==> src/rtl/baud_cfg_arbiter.sv <==
// -----------------------------------------------------------------------------
// baud_cfg_arbiter
//
// Shares one baud generator between NUM_REQ requesters. Requests are
// arbitrated round-robin, validated, and applied to the generator with a
// safe disable / settle / load / enable / first-tick sequence. Each request
// is answered by exactly one ack or err pulse.
//
// Ports:
//   clk            system clock
//   rst_n          asynchronous active-low reset
//   req            per-requester request level, held until ack/err
//   req_baud       requested rates, requester i at [32i+31:32i]
//   ack            one-hot 1-cycle pulse: request applied
//   err            one-hot 1-cycle pulse: request rejected or timed out
//   err_timeout    qualifies err: 1 = first-tick timeout, 0 = invalid rate
//   busy           high in every state except IDLE
//   owner          index of the last requester granted
//   cur_baud       rate currently running on the generator (0 if none)
//   gen_en         generator enable
//   gen_baud_rate  generator rate input
//   gen_baud_tick  generator tick output
//   gen_baud_cycle generator divisor output
// -----------------------------------------------------------------------------
module baud_cfg_arbiter #(
  parameter int unsigned NUM_REQ       = 4,
  parameter int unsigned SYS_CLK       = 1000,
  parameter int unsigned SETTLE_CYCLES = 2,
  parameter int unsigned TO_SLACK      = 4
) (
  input  logic                       clk,
  input  logic                       rst_n,
  input  logic [NUM_REQ-1:0]         req,
  input  logic [32*NUM_REQ-1:0]      req_baud,
  output logic [NUM_REQ-1:0]         ack,
  output logic [NUM_REQ-1:0]         err,
  output logic                       err_timeout,
  output logic                       busy,
  output logic [$clog2(NUM_REQ)-1:0] owner,
  output logic [31:0]                cur_baud,
  output logic                       gen_en,
  output logic [31:0]                gen_baud_rate,
  input  logic                       gen_baud_tick,
  input  logic [31:0]                gen_baud_cycle
);

  localparam int unsigned IDX_W    = $clog2(NUM_REQ);
  localparam logic [31:0] MAX_RATE = 32'(SYS_CLK / 2);

  typedef enum logic [2:0] {
    S_IDLE,
    S_CHECK,
    S_DISABLE,
    S_LOAD,
    S_ENABLE,
    S_WAIT_TICK,
    S_DONE,
    S_ERR
  } state_t;

  state_t           state;
  logic [IDX_W-1:0] rr_ptr;
  logic [31:0]      sel_rate;
  logic             running;
  logic [3:0]       settle_cnt;
  logic [32:0]      to_limit;
  logic [32:0]      wait_cnt;
  logic             to_flag;

  // Round-robin pick: first set req bit at or after rr_ptr, wrapping.
  logic             gnt_valid;
  logic [IDX_W-1:0] gnt_idx;
  logic [IDX_W:0]   cand;

  // NOTE: every variable assigned in always_comb gets a default at the top of
  // the block so no path leaves it unassigned and no latch is inferred.
  always_comb begin
    gnt_valid = 1'b0;
    gnt_idx   = '0;
    cand      = '0;
    // Walk from the farthest offset down so the nearest set bit wins last.
    for (int i = NUM_REQ - 1; i >= 0; i--) begin
      cand = {1'b0, rr_ptr} + (IDX_W+1)'(i);
      if (cand >= (IDX_W+1)'(NUM_REQ)) cand = cand - (IDX_W+1)'(NUM_REQ);
      if (req[cand[IDX_W-1:0]]) begin
        gnt_valid = 1'b1;
        gnt_idx   = cand[IDX_W-1:0];
      end
    end
  end

  // First-tick limit: 2*divisor + slack, saturating at 33 bits of ones.
  logic [33:0] to_sum;
  logic [32:0] to_next;
  always_comb begin
    to_sum  = {1'b0, gen_baud_cycle, 1'b0} + 34'(TO_SLACK);
    to_next = to_sum[33] ? '1 : to_sum[32:0];
  end

  logic [IDX_W-1:0] next_ptr;
  assign next_ptr = (owner == IDX_W'(NUM_REQ - 1)) ? '0 : owner + 1'b1;

  assign busy = (state != S_IDLE);

  // NOTE: all state in this block uses non-blocking assignments so every
  // register samples pre-edge values, independent of statement order.
  always_ff @(posedge clk or negedge rst_n) begin
    if (!rst_n) begin
      state         <= S_IDLE;
      rr_ptr        <= '0;
      sel_rate      <= '0;
      running       <= 1'b0;
      settle_cnt    <= '0;
      to_limit      <= '0;
      wait_cnt      <= '0;
      to_flag       <= 1'b0;
      ack           <= '0;
      err           <= '0;
      err_timeout   <= 1'b0;
      owner         <= '0;
      cur_baud      <= '0;
      gen_en        <= 1'b0;
      gen_baud_rate <= '0;
    end else begin
      // Pulses last exactly one cycle.
      ack         <= '0;
      err         <= '0;
      err_timeout <= 1'b0;

      unique case (state)
        S_IDLE: begin
          if (gnt_valid) begin
            owner    <= gnt_idx;
            sel_rate <= req_baud[32*gnt_idx +: 32];
            state    <= S_CHECK;
          end
        end

        S_CHECK: begin
          if (sel_rate == '0 || sel_rate > MAX_RATE) begin
            to_flag <= 1'b0;
            state   <= S_ERR;
          end else if (running && sel_rate == cur_baud) begin
            // Already running at this rate: acknowledge without a restart.
            state <= S_DONE;
          end else begin
            gen_en     <= 1'b0;
            running    <= 1'b0;
            settle_cnt <= '0;
            state      <= S_DISABLE;
          end
        end

        S_DISABLE: begin
          if (settle_cnt == 4'(SETTLE_CYCLES - 1)) state <= S_LOAD;
          else settle_cnt <= settle_cnt + 1'b1;
        end

        S_LOAD: begin
          gen_baud_rate <= sel_rate;
          state         <= S_ENABLE;
        end

        S_ENABLE: begin
          // The divisor reflects the rate loaded in the previous cycle.
          gen_en   <= 1'b1;
          to_limit <= to_next;
          wait_cnt <= 33'd1;
          state    <= S_WAIT_TICK;
        end

        S_WAIT_TICK: begin
          if (gen_baud_tick) begin
            state <= S_DONE;
          end else if (wait_cnt >= to_limit) begin
            gen_en   <= 1'b0;
            cur_baud <= '0;
            to_flag  <= 1'b1;
            state    <= S_ERR;
          end else begin
            wait_cnt <= wait_cnt + 1'b1;
          end
        end

        S_DONE: begin
          ack[owner] <= 1'b1;
          cur_baud   <= sel_rate;
          running    <= 1'b1;
          rr_ptr     <= next_ptr;
          state      <= S_IDLE;
        end

        S_ERR: begin
          err[owner]  <= 1'b1;
          err_timeout <= to_flag;
          rr_ptr      <= next_ptr;
          state       <= S_IDLE;
        end

        default: state <= S_IDLE;
      endcase
    end
  end

endmodule

==> config.mk <==
export PLATFORM = sky130hd
export DESIGN_NAME = baud_cfg_arbiter
export DESIGN_NICKNAME = d
export VERILOG_FILES = /design/src/rtl/baud_cfg_arbiter.sv
export SDC_FILE = /design/constraint.sdc
export NUM_CORES = 1
export LEC_CHECK = 0
export BUFFER_PORTS_ARGS = -buffer_cell sky130_fd_sc_hd__buf_2
export CAP_MARGIN = 10
export CORE_UTILIZATION = 45
export DETAILED_ROUTE_END_ITERATION = 16
export GPL_TIMING_DRIVEN = 0
export PLACE_DENSITY = 0.69
export SLEW_MARGIN = 20
export SYNTH_ARGS = -nofsm -noshare
export SYNTH_HDL_FRONTEND = slang
export SYNTH_SLANG_ARGS = --single-unit
==> constraint.sdc <==
create_clock -name clk -period 5.43 [get_ports clk]
set_input_delay 0.543 -clock clk [delete_from_list [all_inputs] [get_ports clk]]
set_output_delay 0.543 -clock clk [all_outputs]
set_load 0.1 [all_outputs]
# Word level (Yosys, flattened, before mapping)
# Index checks and enable logic that the tools add are counted.
# word_totals
register_bits	185
inputBits	167
# op_classes
addsub	11
order_cmp	12
eq_ne	20
n_shift	1
muxes	54
n_reduce_logical	21
# op_table
operator	n
$shiftx 128x8->32	1
$mux 33	3
$pmux 33 s2	1
$mux 32	2
$pmux 32 s2	1
$add 33x3->34 const B	1
$add 33x1->33 const B	1
$ge 33x33->1	1
$eq 32x32->1	1
$gt 32x9->1 const B	1
$logic_not 32->1	1
$pmux 3 s7	1
$mux 4	5
$mux 2	9
$mux 3	6
$ne 2x2->1 const B	9
$mux 1	17
$lt 2x3->1 const B	5
$eq 3x3->1 const B	4
$reduce_and 3->1	4
$reduce_bool 2->1	5
$ge 3x3->1 const B	3
$bmux 1 s2	4
$pmux 4 s2	1
other kinds (23)	32

# Longest topological paths before layout
# Gate-level depths: netlist of run 1.
# depth
ltp_word	11
depth_mapped	11
ltp_nobuf	9

# Worst setup path before layout of run 1
# No wires, ideal clock.
# synth_path
path_kind	register to register
from	reg wait_cnt[31]
to	reg wait_cnt[31]
setup_ns	0.126
t_arrival_ns	2.479
required_ns	5.304
slack_ns	2.825
stages_incl_launch_ff	10
n_path_buf	1
synth_period_minus_slack_ns	2.605
path_cell_list	dfrtp_1 > ha_1 > nand4_2 > or4_1 > or2_1 > o211ai_2 > nor3_2 > buf_6 > and3_1 > a221o_1
# synth_via
elab_chain_cells	4
# synth_rtl
item	line_no	source
start, declared	67	logic [32:0] wait_cnt;
start signal, assigned	181	wait_cnt <= wait_cnt + 1'b1;
$add 33x1->33	181	
$mux 33	175	end else if (wait_cnt >= to_limit) begin
$mux 33	173	if (gen_baud_tick) begin
$pmux 33 s2	130	unique case (state)
# Several ways; a longest one is shown, not always the timed one. The select of a mux whose other input is x is not followed.
# A chain may end at the register's enable or synchronous reset.

# Final worst setup path of run 1
# layout_path
from	reg wait_cnt[28]
to	reg cur_baud[29]
# layout_via
elab_chain_cells	3
# layout_rtl
item	line_no	source
$ge 33x33->1	175	
$ne 2x2->1 (no source line)	-	
$reduce_and 3->1 (no source line)	-	
end signal, assigned	187	cur_baud <= sel_rate;
end, declared	40	output logic [31:0] cur_baud,
# Every way passes these cells.

==> run summary, run 1 <==
Status: complete, no violations
Area of the mapped netlist: 10500 µm²
Pin count of the biggest net entering global routing: 88
Drt via density: 5.41
Mapped Cells: 1224
1st-iter DRT viols: 592
DRC: 0
Cell mode on critical path: nor2_1
Post-synth EDFFs: 0
Met1 usage: 0.304
Max Cap Violations: 0
Pwr Density: 602 nW/µm²
Cts repair resizes: 0
Leading area contributor after synthesis: dfrtp_1
Slew of the pin with the lowest slew margin: 0.763 ns
Share of post-route cells with drive strength above 1: 0.216
Hold Slack: 0.00992 ns
GR Util met2: 0.447
# IOs: 244
Max incr delay on CP: 0.60 ns
Final setup viols: 0
Setup ws final: 2.27 ns
CTS Buf Count: 17
Max-slew violations: 0
Buf/Inv on CP: 1
First-pass GRT wire length: 48300 µm
Prevailing post-synth register cell: dfrtp_1
Row cnt: 55
CTS tree: done
Placer's final routability congestion estimate: 0.893
Clock transition at path regs: 0.07 ns
Slowest CP cell: or4_1
Routed wire per std cell: 16.8 µm
Synthesized area per cell: 8.55 µm²
WP data required: 5.74 ns
Dominant cells by area after synthesis: dfrtp_1 (44%), nand2_1 (11%), o21ai_0 (6.2%)
Total setup buffers inserted after CTS: 0
Die H: 155 µm
Critical Path Start Type: flip-flop
Max-slew headroom at the worst pin: 0.478
Final Skew: 0.0187 ns
H-Tree Depth: 4
Routed wire length: 30000 µm
Levels on crit path: 9
Asr flop ratio synth: 1.00
Final Hold Violating Endpoints: 0
Clk root buf: clkbuf_16
Seq/Total Area, Yosys: 0.442
GRT Total Usage: 0.259
Post-DP HPWL: 23600 µm
Die area: 23900 µm²
Maximum VDD drop: 0.000424 V
GRT busiest layer: met2
ANT nets after route: 0
Clock buffer depth: 2
Reg2reg path depth: 9
Worst skew pair latency: 0.43 ns
Vias: 9663
Hold buffer count at CTS: 0
Port Buffers: 243
#FFs+latches synth: 185
Die Width: 155 µm
Fmax: 317 MHz
Synth Net Count: 1432
RSZ-0062 raised after global routing: no
GR Overflow Total: 0
Leak: 6.46 nW
Initial antenna violation count: 1
Vias in the first global route: 9416
HP Class: primary input to asynchronous set/reset pin
Crit. End Element: flip-flop
Synth top cells by count: nand2_1 (307), dfrtp_1 (185), o21ai_0 (129)
Nets: 1696
Worst EP arrival: 3.46 ns
Sequence of cells on the critical path: ha_1 > nand4_1 > or4_1 > or2_1 > o211ai_2 > nor2_1 > nor2_1 > buf_2 > a21oi_1
Total clock sinks: 185
Crit-path leading delay family: simple AND/OR/NAND/NOR gates
Initial Utilization: 0.461
Yosys top cell area share: 0.442
Yosys warnings: 0
Distinct cells, synth: 61
Core Footprint: 22700 µm²
Most common cell in the synthesized netlist: nand2_1
Critical path peak fanout: 10
Crit Path Category: flip-flop to flip-flop
GRT met3 Usage: 0.0527
Pre-antenna DRT Iters: 5
Area added between synthesis and finish: 21.0%
Fin Setup TNS: 0 ns
Setup WS pre-CTS: 2.30 ns
Fin crit share: 0.581
Period minus WS final: 3.16 ns
[logic make-up (layout without fill, tap and decap cells)]
logic type | count (synthesis) | in the layout | synth area share
simple gates | 532 | 532 | 0.231
compound gates | 243 | 243 | 0.134
flops | 185 | 185 | 0.442
buf+inv | 115 | 392 | 0.0428
xor+xnor | 54 | 54 | 0.0452
mux | 54 | 54 | 0.0563
fa+ha+maj | 41 | 41 | 0.0490
other cells | 0 | 1 | 0
[cells in the final DEF (no fill, tap or decap), types with 8 or more instances in the layout]
master	count
nand2_1	307
buf_2	247
dfrtp_1	185
o21ai_0	129
nand3_1	66
a21oi_1	57
clkbuf_1	54
inv_1	52
nor2_1	41
ha_1	41
mux2_2	35
xnor2_1	30
and3_1	28
xor2_1	24
nand4_1	20
mux2i_1	18
clkbuf_16	17
and2_1	14
nor4_1	13
and4_1	12
nor3_1	9
nand2b_1	8
a221o_1	8
a31oi_1	8
[registers in the layout, summed over array words and instances, names as in the netlist]
name / flops
state: 3
running: 1
wait_cnt: 33
err_timeout: 1
ack: 4
cur_baud: 32
to_limit: 33
err: 4
gen_baud_rate: 32
rr_ptr: 2
gen_en: 1
owner: 2
settle_cnt: 4
sel_rate: 32
to_flag: 1
[area by class of cell]
class / instances / area [µm²]
Antenna cell: 1 / 2.50
Clock inverter: 12 / 108
Fill cell: 2170 / 10000
Buffer: 63 / 253
Inverter: 52 / 195
Tap cell: 285 / 357
Clock buffer: 20 / 447
Multi-Input combinational cell: 924 / 5390
Timing Repair Buffer: 245 / 1280
Sequential cell: 185 / 4630
[report_power, final]
| group | switching [W] | total (W) | internal (W) |
|---|---|---|---|
| clock | 0.000563 | 0.00118 | 0.000615 |
| sequential | 0.000469 | 0.00235 | 0.00188 |
| combinational | 0.00311 | 0.00410 | 0.000994 |
[path summary, 6_finish.rpt]
| check | slack [ns] | startpoint | endpoint |
|---|---|---|---|
| worst max-delay path | 2.27 | wait_cnt[28]$_DFFE_PN0P_ | cur_baud[29]$_DFFE_PN0P_ |
| worst min-delay path | 0.01 | rst_n | to_limit[21]$_DFFE_PN0P_ |
| min in group clk | 0.34 | gen_baud_cycle[1] | to_limit[2]$_DFFE_PN0P_ |
| worst min register to register | 0.50 | to_limit[32]$_DFFE_PN0P_ | to_limit[32]$_DFFE_PN0P_ |
| max in group asynchronous | 4.64 | rst_n | cur_baud[16]$_DFFE_PN0P_ |
| worst max register to register | 2.27 | wait_cnt[28]$_DFFE_PN0P_ | cur_baud[29]$_DFFE_PN0P_ |
[stage by stage]
stage | std cells | instance area, µm² | utilization | power (W)
floorplan | 1224 | 10500 | - | 0.00541
global placement | 1752 | 12000 | 0.530 | 0.00640
detailed placement | 1754 | 12100 | 0.533 | 0.00647
CTS | 1786 | 12700 | 0.557 | 0.00766
global route | 1787 | 12700 | 0.558 | 0.00810
finish | 1787 | 12700 | 0.558 | 0.00763
[layer usage]
layer  up-vias  wire [µm]
li1       4744          -
met1      4519      12200
met2       338      14800
met3        62       1760
met4         0       1240
met5         -          0
No activity file was read; power rests on OpenSTA's default activity.
==> inputs of run 2 (changes only) <==
==> constraint.sdc (replaced) <==
create_clock -name clk -period 3.2 [get_ports clk]
set_input_delay 0.32 -clock clk [delete_from_list [all_inputs] [get_ports clk]]
set_output_delay 0.32 -clock clk [all_outputs]
set_load 0.1 [all_outputs]
==> run 2 against run 1 <==
Effect of this change:
- clock skew rose by 0.0026 ns
- maximum frequency grew 5.5%
- critical path type unchanged
- setup slack lost 2.1 ns
- clock power is 69% higher
- cell count about the same
- count of clock-buffer cells in the layout stayed put
- routed wire length up 0.19%
- largest cell class unchanged
- non-clock buffer count rose by 1
- register-to-register slack got worse by 2.1 ns
==> run summary, run 2 (same netlist as run 1, synthesis figures left out) <==
Hold path endpoint: to_limit[2]$_DFFE_PN0P_
Initial Utilization: 0.461 (unchanged)
Net Sw Frac: 0.543 (about the same)
Critical Path Start Type: flip-flop
Clock buffer depth: 2 (unchanged)
Die H: 155 µm (unchanged)
Regs by FF count: to_limit: 33 flops, wait_cnt: 33 flops
Clk root buf: clkbuf_16
Hold Crit Start: gen_baud_cycle[1]
Final Hold Violating Endpoints: 0 (unchanged)
Sequential power share: 0.308 (about the same)
ANT nets after route: 0 (unchanged)
Period minus WS final: 2.99 ns (-0.165 ns)
Leak: 6.47 nW (+0.18%)
Met2 wire len: 14900 µm (+0.36%)
R2R setup slack: 0.21 ns (-2.06 ns)
CTS Buf Count: 17 (unchanged)
Sequence of cells on the critical path: ha_1 > nand4_1 > or4_1 > or2_1 > o211ai_2 > nor3_2 > clkbuf_2 > a221o_1
WP data required: 3.49 ns (-2.25 ns)
Critical path peak fanout: 10 (unchanged)
Clock transition at path regs: 0.07 ns (about the same)
DRT met1 WL: 12400 µm (+0.96%)
Vias: 9697 (+0.35%)
HP Class: primary input to flip-flop
First-pass GRT wire length: 48300 µm (about the same)
Hold path cells: 2
Placer's final routability congestion estimate: 0.893 (unchanged)
Row cnt: 55 (unchanged)
Crit. End Element: flip-flop
Total clock sinks: 185 (unchanged)
Post-DP HPWL: 23600 µm (unchanged)
RSZ-0062 raised after global routing: no
Reg2reg path depth: 8 (-1)
Fraction of power consumed by the clock network: 0.154 (about the same)
GRT Total Usage: 0.259 (about the same)
Internal Pwr Total: 0.00592 W (+70%)
Routed wire length: 30100 µm (+0.19%)
Setup WS pre-CTS: 0.0695 ns (-2.23 ns)
Vias in the first global route: 9428 (+0.13%)
GR Overflow Total: 0 (unchanged)
Combinational share of power: 0.538 (about the same)
Worst EP arrival: 3.28 ns (-0.18 ns)
Fin crit share: 0.934 (+0.353)
Crit Path Category: flip-flop to flip-flop
Max-slew headroom at the worst pin: 0.468 (-0.0107)
Max-slew violations: 0 (unchanged)
Status: complete, no violations
Final Skew: 0.0212 ns (+0.00255 ns)
Fmax: 334 MHz (+5.5%)
Die Width: 155 µm (unchanged)
Slowest CP cell: or4_1
Drt via density: 5.42 (+0.30%)
Slew of the pin with the lowest slew margin: 0.778 ns (+0.0156 ns)
Nets: 1697 (+0.059%)
Routed wire per std cell: 16.8 µm (+0.13%)
# IOs: 244 (unchanged)
Final setup viols: 0 (unchanged)
Uppermost layer routed: met4
Die area: 23900 µm² (unchanged)
Most common cell after layout, fill and taps aside: nand2_1
Worst skew pair latency: 0.43 ns (about the same)
Area added between synthesis and finish: 21.2%
CTS tree: done
Total setup buffers inserted after CTS: 0 (unchanged)
Final core utilization: 0.559 (+0.000991)
Pre-antenna DRT Iters: 7 (+2)
Max incr delay on CP: 0.60 ns (about the same)
Most frequent cells in the layout: nand2_1 (307), buf_2 (247), dfrtp_1 (185)
Routed length on met3: 1680 µm (-5.0%)
Maximum VDD drop: 0.000719 V (+70%)
DRC: 0 (unchanged)
Max Cap Violations: 0 (unchanged)
1st-iter DRT viols: 574 (-3.0%)
Setup ws final: 0.210 ns (-2.06 ns)
Pwr Density: 1020 nW/µm² (+69%)
Pin count of the biggest net entering global routing: 88 (unchanged)
Crit Reg-Reg Endpoint: wait_cnt[6]$_DFFE_PN0P_
Switching pwr: 0.00702 W (+70%)
Initial antenna violation count: 1 (unchanged)
Port Buffers: 243 (unchanged)
H-Tree Depth: 4 (unchanged)
Core Footprint: 22700 µm² (unchanged)
R2R Path Start: wait_cnt[28]$_DFFE_PN0P_
Share of post-route cells with drive strength above 1: 0.218 (+0.00252)
## run 2: cell types whose count changed in the layout (fill, tap and decap cells not counted), sizes merged
cell	change
dlygate4sd3	+1
## run 2: how the worst max path moves through the flow
stage / from / cells past startpoint / slack (ns) / endpoint
final: wait_cnt[28]$_DFFE_PN0P_ / 8 / 0.21 / wait_cnt[6]$_DFFE_PN0P_
after global routing: wait_cnt[4]$_DFFE_PN0P_ / 10 / 0.06 / wait_cnt[30]$_DFFE_PN0P_
after CTS: wait_cnt[28]$_DFFE_PN0P_ / 9 / 0.06 / cur_baud[25]$_DFFE_PN0P_
after detailed placement: wait_cnt[28]$_DFFE_PN0P_ / 9 / 0.07 / cur_baud[25]$_DFFE_PN0P_
after global placement: rst_n / 1 / -1.29 / sel_rate[6]$_DFFE_PN0P_
after floorplan: wait_cnt[31]$_DFFE_PN0P_ / 9 / 0.60 / wait_cnt[31]$_DFFE_PN0P_
## run 2: cell type report
type,instances,area [µm²]
Multi-Input combinational cell,924,5400
Inverter,52,195
Buffer,63,255
Antenna cell,1,2.50
Sequential cell,185,4630
Fill cell,2164,10000
Tap cell,285,357
Clock buffer,20,447
Timing Repair Buffer,246,1290
Clock inverter,12,108
## run 2: timing repair
item / 4_1_cts / 5_1_grt
hold buffers: 1 / 0
resized for setup: 0 / 7
setup endpoints to repair: 0 / 49
hold endpoints to repair: 48 / 0
## run 2: worst max-delay path, delay by kind of cell (launching register included)
kind                     cells  cell delay [ns]
buffers and inverters        1             0.26
AO/OA/AOI/OAI                2             0.65
adder cells (fa/ha/maj)      1             0.34
AND/OR/NAND/NOR              4             1.17
flip-flops                   1             0.44
## run 2: power groups by stage
stage          clock [W]  sequential, W  combinational [W]
2_1_floorplan          0        0.00649            0.00269
3_3_place_gp           0        0.00399            0.00688
3_5_place_dp           0        0.00401            0.00697
4_1_cts          0.00203        0.00397            0.00699
5_1_grt          0.00213        0.00409            0.00752
6_report         0.00200        0.00398            0.00696
## run 2: metal layers
metal | global-route usage | vias to the layer above
met4 | 0.134 | 0
met3 | 0.0527 | 60
met5 | 0 | -
met1 | 0.304 | 4558
li1 | - | 4753
met2 | 0.448 | 326
## run 2: stage by stage
step                      instance area (µm²)  hold slack, ns  setup TNS, ns  instances  total power, W
after global routing                    12700           0.109              0       1788          0.0137
after global placement                  12000           0.471        -233.19       1752          0.0109
after detailed placement                12100           0.257              0       1754          0.0110
final                                   12700           0.113              0       1788          0.0129
after CTS                               12700          0.0930              0       1787          0.0130
after floorplan                         10500          0.0244              0       1224         0.00917
==> inputs of run 3 (changes only) <==
--- a/config.mk
+++ b/config.mk
@@ -7,10 +7,11 @@
 export LEC_CHECK = 0
 export BUFFER_PORTS_ARGS = -buffer_cell sky130_fd_sc_hd__buf_2
 export CAP_MARGIN = 10
-export CORE_UTILIZATION = 45
+export CORE_UTILIZATION = 40
 export DETAILED_ROUTE_END_ITERATION = 16
 export GPL_TIMING_DRIVEN = 0
-export PLACE_DENSITY = 0.69
+export PLACE_DENSITY = 0.65
+export SKIP_LAST_GASP = 1
 export SLEW_MARGIN = 20
 export SYNTH_ARGS = -nofsm -noshare
 export SYNTH_HDL_FRONTEND = slang
==> constraint.sdc (replaced) <==
create_clock -name clk -period 2.6 [get_ports clk]
set_input_delay 0.26 -clock clk [delete_from_list [all_inputs] [get_ports clk]]
set_output_delay 0.26 -clock clk [all_outputs]
set_load 0.1 [all_outputs]
==> run 3 against run 2 <==
Effect of this change:
- the run now ends with setup timing left
- utilization down 3.1 points
- worst hold slack lost 0.063 ns
- sequential share of layout area decreased by 1.8 points
- setup slack worse by 0.37 ns
- via count up 3.0%
- clock skew shrank 0.013 ns
- routed wire length increased by 9.0%
- maximum frequency up 8.2%
- die area increased by 12%
- combinational power rose by 29%
- critical path depth grew 1
- critical path type unchanged
==> run summary, run 3 (same netlist as run 1, synthesis figures left out) <==
Slew of the pin with the lowest slew margin: 0.759 ns (-0.0194 ns)
CTS Buf Count: 17 (unchanged)
Initial Utilization: 0.412 (-0.0488)
Most common cell after layout, fill and taps aside: nand2_1
CTS tree: done
Max-slew violations: 0 (unchanged)
RSZ-0062 raised after global routing: yes
WP data required: 2.91 ns (-0.58 ns)
Clock transition at path regs: 0.07 ns (about the same)
Port Buffers: 243 (unchanged)
Vias in the first global route: 9670 (+2.6%)
FILL cells: 2371 (+9.6%)
Die area: 26800 µm² (+12%)
Core Footprint: 25400 µm² (+12%)
Clk root buf: clkbuf_16
Period minus WS final: 2.76 ns (-0.228 ns)
Routed wire per std cell: 17.6 µm (+4.3%)
GRT Total Usage: 0.245 (-0.0135)
Vias: 9987 (+3.0%)
Total clock sinks: 185 (unchanged)
Setup WS pre-CTS: -0.511 ns (-0.580 ns)
Final setup viols: 53 (+53)
Final core utilization: 0.527 (-0.0315)
Maximum VDD drop: 0.00103 V (+44%)
Max-slew headroom at the worst pin: 0.494 (+0.0263)
Fin crit share: 1.06 (+0.128)
First-pass GRT wire length: 50700 µm (+5.0%)
Dpl cell area: 12200 µm² (+0.57%)
Most frequent cells in the layout: nand2_1 (304), buf_2 (243), dfrtp_1 (176)
Nets: 1733 (+2.1%)
Leak: 6.69 nW (+3.3%)
Fin Setup TNS: -5.00 ns (-5.00 ns)
Routed wire length: 32800 µm (+9.0%)
Setup ws final: -0.163 ns (-0.372 ns)
Failing checks: setup timing
GR Overflow Total: 0 (unchanged)
Post-DP HPWL: 24600 µm (+4.4%)
Final Skew: 0.00864 ns (-0.0126 ns)
Crit Path Category: flip-flop to flip-flop
ANT nets after route: 0 (unchanged)
Fmax: 362 MHz (+8.2%)
Worst EP arrival: 3.07 ns (-0.21 ns)
Area added between synthesis and finish: 27.9%
Row cnt: 58 (+5.5%)
Die H: 164 µm (+6.0%)
1st-iter DRT viols: 669 (+17%)
Pre-antenna DRT Iters: 5 (-2)
Regs by FF count: to_limit: 33 flops, wait_cnt: 33 flops
Worst skew pair latency: 0.43 ns (about the same)
Final Hold Violating Endpoints: 0 (unchanged)
Share of post-route cells with drive strength above 1: 0.270 (+0.0515)
DRC: 0 (unchanged)
Final std cell area, no fill: 13400 µm² (+5.5%)
# IOs: 244 (unchanged)
Crit. End Element: flip-flop
Critical path peak fanout: 6 (-4)
Critical Path Start Type: flip-flop
Pwr Density: 1230 nW/µm² (+20%)
R2R setup slack: -0.16 ns (-0.37 ns)
Max Cap Violations: 0 (unchanged)
Placer's final routability congestion estimate: 0.905 (+1.3%)
Drt via density: 5.35 (-1.4%)
Diodes inserted: 0 (-1)
HP Class: primary input to flip-flop
Pin count of the biggest net entering global routing: 92 (+4.5%)
Initial antenna violation count: 0 (-1)
Clock buffer depth: 2 (unchanged)
Die Width: 164 µm (+6.0%)
Status: finished with violations
H-Tree Depth: 4 (unchanged)
==> run 3: repair_timing <==
action | CTS | global route
buffers inserted | 21 | 13
endpoints found under the hold margin | 97 | 0
resized for setup | 31 | 59
pin swaps | 6 | 15
endpoints found under the setup margin | 66 | 106
hold buffers | 1 | 0
gates cloned | 2 | 2
==> run 3: final timing paths <==
check / startpoint / to / cells after the start
worst max-delay path: wait_cnt[31]$_DFFE_PN0P_ / wait_cnt[16]$_DFFE_PN0P_ / 9
worst min-delay path: gen_baud_cycle[1] / to_limit[2]$_DFFE_PN0P_ / 2
worst max register to register: wait_cnt[31]$_DFFE_PN0P_ / wait_cnt[16]$_DFFE_PN0P_ / 9
worst min register to register: to_limit[27]$_DFFE_PN0P_ / to_limit[27]$_DFFE_PN0P_ / 2
max in group asynchronous: rst_n / cur_baud[17]$_DFFE_PN0P_ / 3
min in group asynchronous: rst_n / to_limit[18]$_DFFE_PN0P_ / 2
==> run 3: final cells by class <==
class                      instances  area [µm²]  share of cell area
buffer                            61         294              0.0220
clock buffer                      18         429              0.0321
clock inverter                    14         138              0.0103
inverter                          52         195              0.0146
multi-input combinational        924        5660               0.423
sequential                       185        4640               0.347
tap                              330         413              0.0308
timing repair buffer             284        1610               0.121
==> run 3: stage by stage <==
| step | instances | total power (W) | hold WS [ns] |
|---|---|---|---|
| 6_report | 1868 | 0.0164 | 0.0496 |
| 5_1_grt | 1868 | 0.0174 | 0.0507 |
| 4_1_cts | 1855 | 0.0162 | 0.0353 |
| 3_5_place_dp | 1799 | 0.0136 | 0.0940 |
| 3_3_place_gp | 1797 | 0.0134 | 0.467 |
| 2_1_floorplan | 1224 | 0.0113 | -0.0356 |
==> run 3: worst max-delay path, stage by stage (launching register included) <==
cell and delay [ns]:
dfrtp_2 0.43, ha_4 0.29, nand4_4 0.12, or4_4 0.57, or2_4 0.26, o211ai_4 0.26
nor3_4 0.12, buf_6 0.15, and3_1 0.17, a221o_1 0.26
==> run 3: power breakdown <==
group	leakage [nW]	switching, W	internal (W)	total, W
logic	4.06	0.00667	0.00227	0.00895
registers	2.36	0.00101	0.00392	0.00493
clock network	0.272	0.00121	0.00135	0.00256
==> run 3: layer usage <==
| metal | vias up | global-route usage | routed length [µm] |
|---|---|---|---|
| li1 | 4836 | - | - |
| met1 | 4771 | 0.295 | 13500 |
| met2 | 323 | 0.436 | 16600 |
| met3 | 57 | 0.0505 | 1830 |
| met4 | 0 | 0.0791 | 981 |
| met5 | - | 0 | 0 |
